$ cat config.mk
export PLATFORM = sky130hd
export DESIGN_NAME = graph_edge_fetch
export DESIGN_NICKNAME = d
export VERILOG_FILES = /design/src/rtl/graph_pkg.sv /design/src/rtl/word_fifo.sv /design/src/rtl/graph_edge_fetch.sv
export SDC_FILE = /design/constraint.sdc
export NUM_CORES = 1
export LEC_CHECK = 0
export ABC_CLOCK_PERIOD_IN_PS = 17800
export CAP_MARGIN = 15
export CELL_PAD_IN_SITES_DETAIL_PLACEMENT = 1
export CELL_PAD_IN_SITES_GLOBAL_PLACEMENT = 2
export CORE_MARGIN = 3
export CORE_UTILIZATION = 40
export CTS_BUF_LIST = sky130_fd_sc_hd__clkbuf_4 sky130_fd_sc_hd__clkbuf_8
export CTS_CLUSTER_SIZE = 14
export DETAILED_ROUTE_END_ITERATION = 10
export PLACE_DENSITY_LB_ADDON = 0.1
export SLEW_MARGIN = 15
export SYNTH_ARGS = -nofsm -noshare
export SYNTH_HDL_FRONTEND = slang
export SYNTH_SLANG_ARGS = --single-unit
$ cat constraint.sdc
create_clock -name clock -period 17.8 [get_ports clock]
set_clock_uncertainty 0.05 [all_clocks]
set_input_delay 2.67 -clock clock [delete_from_list [all_inputs] [get_ports clock]]
set_output_delay 2.67 -clock clock [all_outputs]
set_load 0.01 [all_outputs]
$ cat src/rtl/graph_pkg.sv
// graph_pkg: edge record field layout, count width and fetch FSM state encoding
package graph_pkg;
    localparam int EDGE_W  = 64;
    localparam int CNT_W   = 14;
    localparam int SRC_MSB = 63;
    localparam int SRC_W   = 13;
    localparam int DST_MSB = 50;
    localparam int DST_W   = 13;
    localparam int WGT_MSB = 37;
    localparam int WGT_W   = 16;
    typedef enum logic [1:0] {ST_IDLE, ST_FETCH, ST_DRAIN} state_e;
endpackage

$ cat src/rtl/word_fifo.sv
// word_fifo: registered FIFO that accepts up to two words per cycle and pops one.
// Ports: clock/reset (sync, active-high); push_a/din_a first word, push_b/din_b second
// word (only used together with push_a); pop removes head; head is the oldest word;
// count is the current occupancy. Pushing beyond DEPTH is prevented by the writer.
module word_fifo #(
    parameter int W     = 128,
    parameter int DEPTH = 4
) (
    input  logic                     clock,
    input  logic                     reset,
    input  logic                     push_a,
    input  logic                     push_b,
    input  logic [W-1:0]             din_a,
    input  logic [W-1:0]             din_b,
    input  logic                     pop,
    output logic [W-1:0]             head,
    output logic [$clog2(DEPTH):0]   count
);
    localparam int PW = $clog2(DEPTH);
    logic [W-1:0]  mem_q [DEPTH];
    logic [PW-1:0] wr_q, rd_q;
    logic [PW:0]   cnt_q;
    always_ff @(posedge clock) begin
        if (push_a) mem_q[wr_q] <= din_a;
        if (push_b) mem_q[wr_q + 1'b1] <= din_b;
    end
    always_ff @(posedge clock) begin
        if (reset) begin
            wr_q  <= '0;
            rd_q  <= '0;
            cnt_q <= '0;
        end else begin
            wr_q  <= wr_q + PW'(push_a) + PW'(push_b);
            rd_q  <= rd_q + PW'(pop);
            cnt_q <= cnt_q + (PW+1)'(push_a) + (PW+1)'(push_b) - (PW+1)'(pop);
        end
    end
    assign head  = mem_q[rd_q];
    assign count = cnt_q;
endmodule

$ cat src/rtl/graph_edge_fetch.sv
// graph_edge_fetch: streams packed 64-bit edge records out of a dual-read-port graph memory.
// Ports: clock/reset (sync, active-high); start/base_addr/edge_count launch a job;
// ReadAddress1/2 + ReadBus1/2 are two read ports with one-cycle latency; edge_valid/
// edge_ready handshake carries edge_src/dst/weight/last; busy spans a job, done pulses at its end.
module graph_edge_fetch
    import graph_pkg::*;
#(
    parameter int WORD_W     = 128,
    parameter int ADDR_W     = 13,
    parameter int FIFO_DEPTH = 4
) (
    input  logic              clock,
    input  logic              reset,
    input  logic              start,
    input  logic [ADDR_W-1:0] base_addr,
    input  logic [CNT_W-1:0]  edge_count,
    output logic [ADDR_W-1:0] ReadAddress1,
    output logic [ADDR_W-1:0] ReadAddress2,
    input  logic [WORD_W-1:0] ReadBus1,
    input  logic [WORD_W-1:0] ReadBus2,
    output logic              edge_valid,
    input  logic              edge_ready,
    output logic [SRC_W-1:0]  edge_src,
    output logic [DST_W-1:0]  edge_dst,
    output logic [WGT_W-1:0]  edge_weight,
    output logic              edge_last,
    output logic              busy,
    output logic              done
);
    localparam int FCW = $clog2(FIFO_DEPTH) + 1;
    localparam int UW  = FCW + 1;
    state_e            state_q, state_d;
    logic [ADDR_W-1:0] next_q, ra1_q, ra2_q;
    logic [CNT_W-1:0]  words_q, edges_q;
    logic [1:0]        cap_q;
    logic              half_q, done_q;
    logic [FCW-1:0]    fcnt;
    logic [WORD_W-1:0] head;
    logic [UW-1:0]     used;
    logic              accept, two, issue, xfer, last, pop;
    assign accept = start && !busy;
    // Words already buffered plus words whose read data lands next edge.
    assign used  = UW'(fcnt) + UW'(cap_q[0]) + UW'(cap_q[1]);
    assign two   = words_q > CNT_W'(1);
    assign issue = state_q == ST_FETCH && words_q != '0 && used + UW'(2) <= UW'(FIFO_DEPTH);
    assign xfer  = edge_valid && edge_ready;
    assign last  = xfer && edges_q == CNT_W'(1);
    // Head word retires after its high half, or after its low half when it is the final edge.
    assign pop   = xfer && (half_q || edges_q == CNT_W'(1));
    word_fifo #(.W(WORD_W), .DEPTH(FIFO_DEPTH)) u_fifo (
        .clock  (clock),
        .reset  (reset),
        .push_a (cap_q[0]),
        .push_b (cap_q[1]),
        .din_a  (ReadBus1),
        .din_b  (ReadBus2),
        .pop    (pop),
        .head   (head),
        .count  (fcnt)
    );
    always_ff @(posedge clock) begin
        if (reset) state_q <= ST_IDLE;
        else state_q <= state_d;
    end
    always_comb begin
        state_d = (state_q == ST_IDLE  && accept && edge_count != '0)  ? ST_FETCH :
                  (state_q == ST_FETCH && issue && words_q <= CNT_W'(2)) ? ST_DRAIN :
                  (state_q == ST_DRAIN && last)                         ? ST_IDLE  : state_q;
    end
    always_ff @(posedge clock) begin
        if (reset) begin
            next_q  <= '0;
            ra1_q   <= '0;
            ra2_q   <= '0;
            words_q <= '0;
            edges_q <= '0;
            cap_q   <= '0;
            half_q  <= 1'b0;
            done_q  <= 1'b0;
        end else begin
            if (accept) begin
                next_q  <= base_addr;
                words_q <= {1'b0, edge_count[CNT_W-1:1]} + CNT_W'(edge_count[0]);
            end else if (issue) begin
                ra1_q   <= next_q;
                ra2_q   <= next_q + 1'b1;
                next_q  <= next_q + (two ? ADDR_W'(2) : ADDR_W'(1));
                words_q <= words_q - (two ? CNT_W'(2) : CNT_W'(1));
            end
            cap_q   <= issue ? {two, 1'b1} : 2'b00;
            edges_q <= accept ? edge_count : xfer ? edges_q - 1'b1 : edges_q;
            half_q  <= pop ? 1'b0 : xfer ? 1'b1 : half_q;
            done_q  <= last || (accept && edge_count == '0);
        end
    end
    always_comb begin
        edge_valid  = fcnt != '0;
        busy        = state_q != ST_IDLE || done_q;
        edge_last   = edge_valid && edges_q == CNT_W'(1);
        edge_src    = edge_valid ? head[int'(half_q) * EDGE_W + SRC_MSB -: SRC_W] : '0;
        edge_dst    = edge_valid ? head[int'(half_q) * EDGE_W + DST_MSB -: DST_W] : '0;
        edge_weight = edge_valid ? head[int'(half_q) * EDGE_W + WGT_MSB -: WGT_W] : '0;
    end
    assign ReadAddress1 = ra1_q;
    assign ReadAddress2 = ra2_q;
    assign done         = done_q;
endmodule

== Word level (Yosys, flattened, before mapping) ==
Memory sizes are Yosys's and may differ from the RTL's. A register that Yosys moved wholly into a read port is not among the register bits.
Index checks and enable logic that the tools add are counted.

* $add $sub $neg: 18
* Multiply operators: 0
* Div/mod/pow operators: 0
* Magnitude comparators: 3
* Equality and inequality tests: 3
* Shifts and indexed selects: 3
* Mux-type cells: 20
* Bitwise logic cells: 2
* Reduce and logical (&&, ||, !) cells: 31

{| class="wikitable"
|+ Operators by type and width
! operator !! number
|-
| 140-bit by 9-bit indexed part select with 13-bit output || 2
|-
| 143-bit by 9-bit indexed part select with 16-bit output || 1
|-
| 14-bit two-way mux || 4
|-
| 13-bit two-way mux || 4
|-
| 14-bit nonzero test || 2
|-
| 7-bit by 6-bit adder with 8-bit output (second input constant) || 3
|-
| 16-bit two-way mux || 1
|-
| 13-bit by 1-bit adder with 14-bit output || 1
|-
| 14-bit by 1-bit == test with 1-bit output (second input constant) || 1
|-
| 14-bit by 1-bit greater-than comparator with 1-bit output (second input constant) || 1
|-
| 14-bit by 2-bit <= comparator with 1-bit output (second input constant) || 1
|-
| 14-bit logical NOT || 1
|-
| 14-bit by 1-bit subtractor with 14-bit output (second input constant) || 1
|-
| 14-bit by 2-bit subtractor with 14-bit output || 1
|-
| 13-bit by 1-bit adder with 13-bit output (second input constant) || 1
|-
| 13-bit by 2-bit adder with 13-bit output || 1
|-
| 1-bit logical AND || 13
|-
| 2-bit two-way mux || 5
|-
| 2-bit nonzero test || 4
|-
| 2-bit by 1-bit adder with 2-bit output || 3
|-
| 3-bit by 1-bit adder with 3-bit output || 2
|-
| 1-bit two-way mux || 6
|-
| 3-bit nonzero test || 2
|-
| 2-bit OR reduction || 3
|-
| other kinds (13) || 16
|}

* Register bits: 80
* Latch bits: 0
* Bits in writable memories: 512
* ROM bits: 0
* Logic and storage cells: 95
* Memories kept: 1

{| class="wikitable"
|+ Memories
! memory !! words !! bits a word !! rd ports !! clocked after memory_dff !! write ports !! line !! RTL
|-
| u_fifo.mem_q || 4 || 128 || 1 || 1 || 2 || word_fifo.sv:20 || <nowiki>logic [W-1:0] mem_q [DEPTH];</nowiki>
|}

== Depth between registers and ports, before layout ==
* Depth in word-level cells: 9
* Gate-level depth with buffers: 12

== Cells and area by module ==
A second synthesis with hierarchy kept.

* Cells, all modules: 1871
* Area total of the unflattened synthesis: 29553.3 µm²

{| class="wikitable"
|+ Modules (own cells, without submodules)
! module !! times used !! cells each !! area each (µm²)
|-
| word_fifo || 1 || 1274 || 24888.9
|-
| graph_edge_fetch || 1 || 597 || 4664.5
|}

== Worst setup path before layout ==
OpenSTA, ideal clock, no wires.

* Kind: register to register
* Start point: register u_fifo.wr_q[1]
* End point: memory u_fifo.mem_q[2][100] (enable)
* Library setup time: 0.642 ns
* Arrival: 6.504 ns
* Required time: 17.108 ns
* Path slack: 10.604 ns
* Stages on the path, launching flop included: 4
* Period minus slack after synthesis: 7.196 ns
* Path through: dfxtp_1 -> clkbuf_1 -> inv_1 -> o21ai_0

{| class="wikitable"
|+ RTL lines
! element !! line !! RTL
|-
| start, declared || word_fifo.sv:21 || <nowiki>logic [PW-1:0] wr_q, rd_q;</nowiki>
|-
| start signal, assigned || word_fifo.sv:33 || <nowiki>wr_q <= wr_q + PW'(push_a) + PW'(push_b);</nowiki>
|-
| end, declared || word_fifo.sv:20 ||
|}

==> metrics.yaml <==
antenna_left: 0
layout-drive-gt1-share: 0.330
ys_types: 61
antenna_found_initial: 15
crit_path_end_kind: "primary output"
io_pins: 359
maxCapViolations: 0
whs_path_depth: 2
die_h_um: 236
hold_path_startpoint: "ReadAddress1[2]$_SDFFE_PP0P_"
sw_frac_of_total: 0.304
yosysSeqAreaShare: 0.555
dp_hpwl_um: 36000
clockBufferDepth: 3
status: "completed"
tightest_slew_ps: 1090
period_share: 0.351
die-area_mm2: 0.0555
grt_pass1_vias: 14780
gr-total-overflow: 0
placed_cell_area_mm2: 0.0245
cts_num_sinks: 416
place_ws_ps: 12150
cp-start-kind: "flop"
critPathMaxFanout: 44
cp_cell_sequence: "buf_4 > mux4_2 > mux2i_1 > nor2_1 > clkdlybuf4s50_1"
fin_cells: 2469
yosysWarnings: 0
clkTransAtPathRegs_ps: 50
core_area_mm2: 0.0517
mappedNetlistArea_mm2: 0.0211
rows: 83
fin_util: 0.503
cts_max_level: 3
finalCriticalPeriod_ps: 6260
synth_top_cell_by_area: "edfxtp_1"
fin_area_mm2: 0.0260
start_util: 0.408
rr_startpoint: "words_q[9]$_SDFFE_PP0P_"
slew-limit-headroom: 0.274
power_frac_comb: 0.272
hold_path.class: "flop to flop"
leakage_nw: 8.51
synth_flop_cell: "edfxtp_1"
hold_path_end: "ReadAddress1[2]$_SDFFE_PP0P_"
die_x_um: 236
final_cell_mix: "336 x mux2_2, 336 x edfxtp_1, 269 x clkdlybuf4s50_1"
multi_input_area_mm2: 0.00901
ff2ff_setup_slack_ps: 13990
grt_pass1_wl_um: 89900
wirelength_um: 58900
slew_viol_final: 0
cts_tree: "built"
grt_start_max_net_pins: 77
synth_area_per_cell_um2: 14.4
ctsResizeCount: 0
rsz0062_at_grt: "no"
gr-usage-all-layers: 0.211
cp.required_ps: 15080
max_stage_delay_ps: 860
seqPwrFrac: 0.424
yosys_register_bits: 416
cp.arrival_ps: 3540
synth_cells: 1462
place.gp.congestion: 0.770
syn-num-nets: 1770
final_nets: 2037
synth-edff-count: 336
dp_cells: 2332
io_buffer_count: 270
synth_top_area_frac: 0.479
num_vias: 13366
p_switching_mw: 0.906
cpMaxStageDelayCell: "dfxtp_4"
holdBufCountCts: 0
synth_top_cells_by_area: "edfxtp_1 48%, mux2_2 18%, mux4_2 9.0%, dfxtp_1 7.6%, mux2i_1 2.0%"
drtIter0Drc: 777
first_pass_iters: 4
wl_per_cell_um: 23.9
fmax_mhz: 160
vdd_drop_max_v: 0.0000660
internal_power_mw: 2.08
n_fill_cell: 5116
finalWorstSetupSlack_ps: 11550
rr_endpoint: "next_q[12]$_SDFFE_PP0P_"
worstRegToRegCells: 9
critPathKind: "flop to primary output"
drc_errors: 0
power_density_mw_per_mm2: 115
async_flop_share: 0
clkPwrFrac: 0.304
setup-violations-final: 0
area_growth_pct: 23.3
cts_buffers: 75
hold_viol: 0
setup_tns_ps: 0
post-cts-setup-buffers: 0
clk_latency_ps: 630
cts-root-buf: "clkbuf_8"
viasPerCell: 5.41
regArea_mm2: 0.0117
## how the worst max path moves through the flow
stage                                          from                              to  slack (ps)  depth (start not counted)
after floorplan           u_fifo.wr_q[1]$_SDFF_PP0_  u_fifo.mem_q[2][100]$_DFFE_PP_       10600                          3
after global placement    u_fifo.rd_q[1]$_SDFF_PP0_                  edge_weight[4]       12150                          5
after detailed placement  u_fifo.rd_q[1]$_SDFF_PP0_                    edge_src[12]       12150                          5
after CTS                 u_fifo.rd_q[1]$_SDFF_PP0_                    edge_src[12]       11420                          5
after global routing      u_fifo.rd_q[1]$_SDFF_PP0_                  edge_weight[4]       11340                          5
final                     u_fifo.rd_q[1]$_SDFF_PP0_                  edge_weight[3]       11550                          5
## critical path, delay by kind of cell (launching register included)
kind,cells,cell delay [ps]
buffers and inverters,2,1320
flip-flops,1,860
multiplexers,2,410
AND/OR/NAND/NOR,1,300
## per-layer routing
layer  track usage  routed length [µm]  vias to the layer above
met4        0.0623                1250                       18
met2         0.378               30700                      252
met1         0.252               24300                     6777
li1              -                   -                     6213
met5             0                 119                        -
met3        0.0506                2610                      106
## kinds of logic (layout without fill, tap and decap cells)
group | count (synthesis) | after routing | synth area share
other cells | 0 | 8 | 0
fa+ha+maj | 21 | 21 | 0.0146
buf+inv | 121 | 440 | 0.0228
xor+xnor | 46 | 46 | 0.0191
compound gates | 113 | 113 | 0.0373
simple gates | 283 | 283 | 0.0626
mux | 462 | 462 | 0.289
flops | 416 | 416 | 0.555
## per-stage QoR
step                hold slack, ps  power, mW
floorplan                      408       1.72
finish                         404       2.98
global placement               391       2.10
CTS                            408       3.03
global route                   434       3.14
detailed placement             399       2.11
## state kept, by name (all words and copies together) (netlist names), 2 cells and up
signal	count
words_q	14
next_q	13
cap_q	2
ReadAddress2	13
state_q	2
u_fifo.wr_q	2
edges_q	14
u_fifo.rd_q	2
u_fifo.count	3
u_fifo.mem_q	336
ReadAddress1	13
## cells in the mapped netlist (6+ instances only)
cell / number
a211oi_1: 34
a21boi_0: 6
a21oi_1: 27
and3_1: 6
buf_1: 16
buf_2: 7
clkbuf_1: 76
dfxtp_1: 80
edfxtp_1: 336
fa_1: 6
ha_1: 15
inv_1: 19
mux2_2: 336
mux2i_1: 42
mux4_2: 84
nand2_1: 76
nand3_1: 13
nand4_1: 11
nor2_1: 102
nor3_1: 24
nor4_1: 20
o21ai_0: 7
o22ai_1: 6
xnor2_1: 38
xor2_1: 8
## power by group through the flow
stage / Sequential, mW / Clock [mW] / Combinational [mW]
6_report: 1.26 / 0.908 / 0.810
5_1_grt: 1.28 / 0.980 / 0.879
4_1_cts: 1.27 / 0.936 / 0.827
3_5_place_dp: 1.29 / 0 / 0.821
3_3_place_gp: 1.28 / 0 / 0.816
2_1_floorplan: 1.25 / 0 / 0.471
## area by class of cell
cell class                 count  share of cell area
sequential                   416               0.450
clock inverter                16             0.00534
tap                          680              0.0327
antenna                        8            0.000770
multi-input combinational    925               0.346
timing repair buffer         292               0.110
clock buffer                 113              0.0516
inverter                      19             0.00274
(Power assumes the default switching activity.)
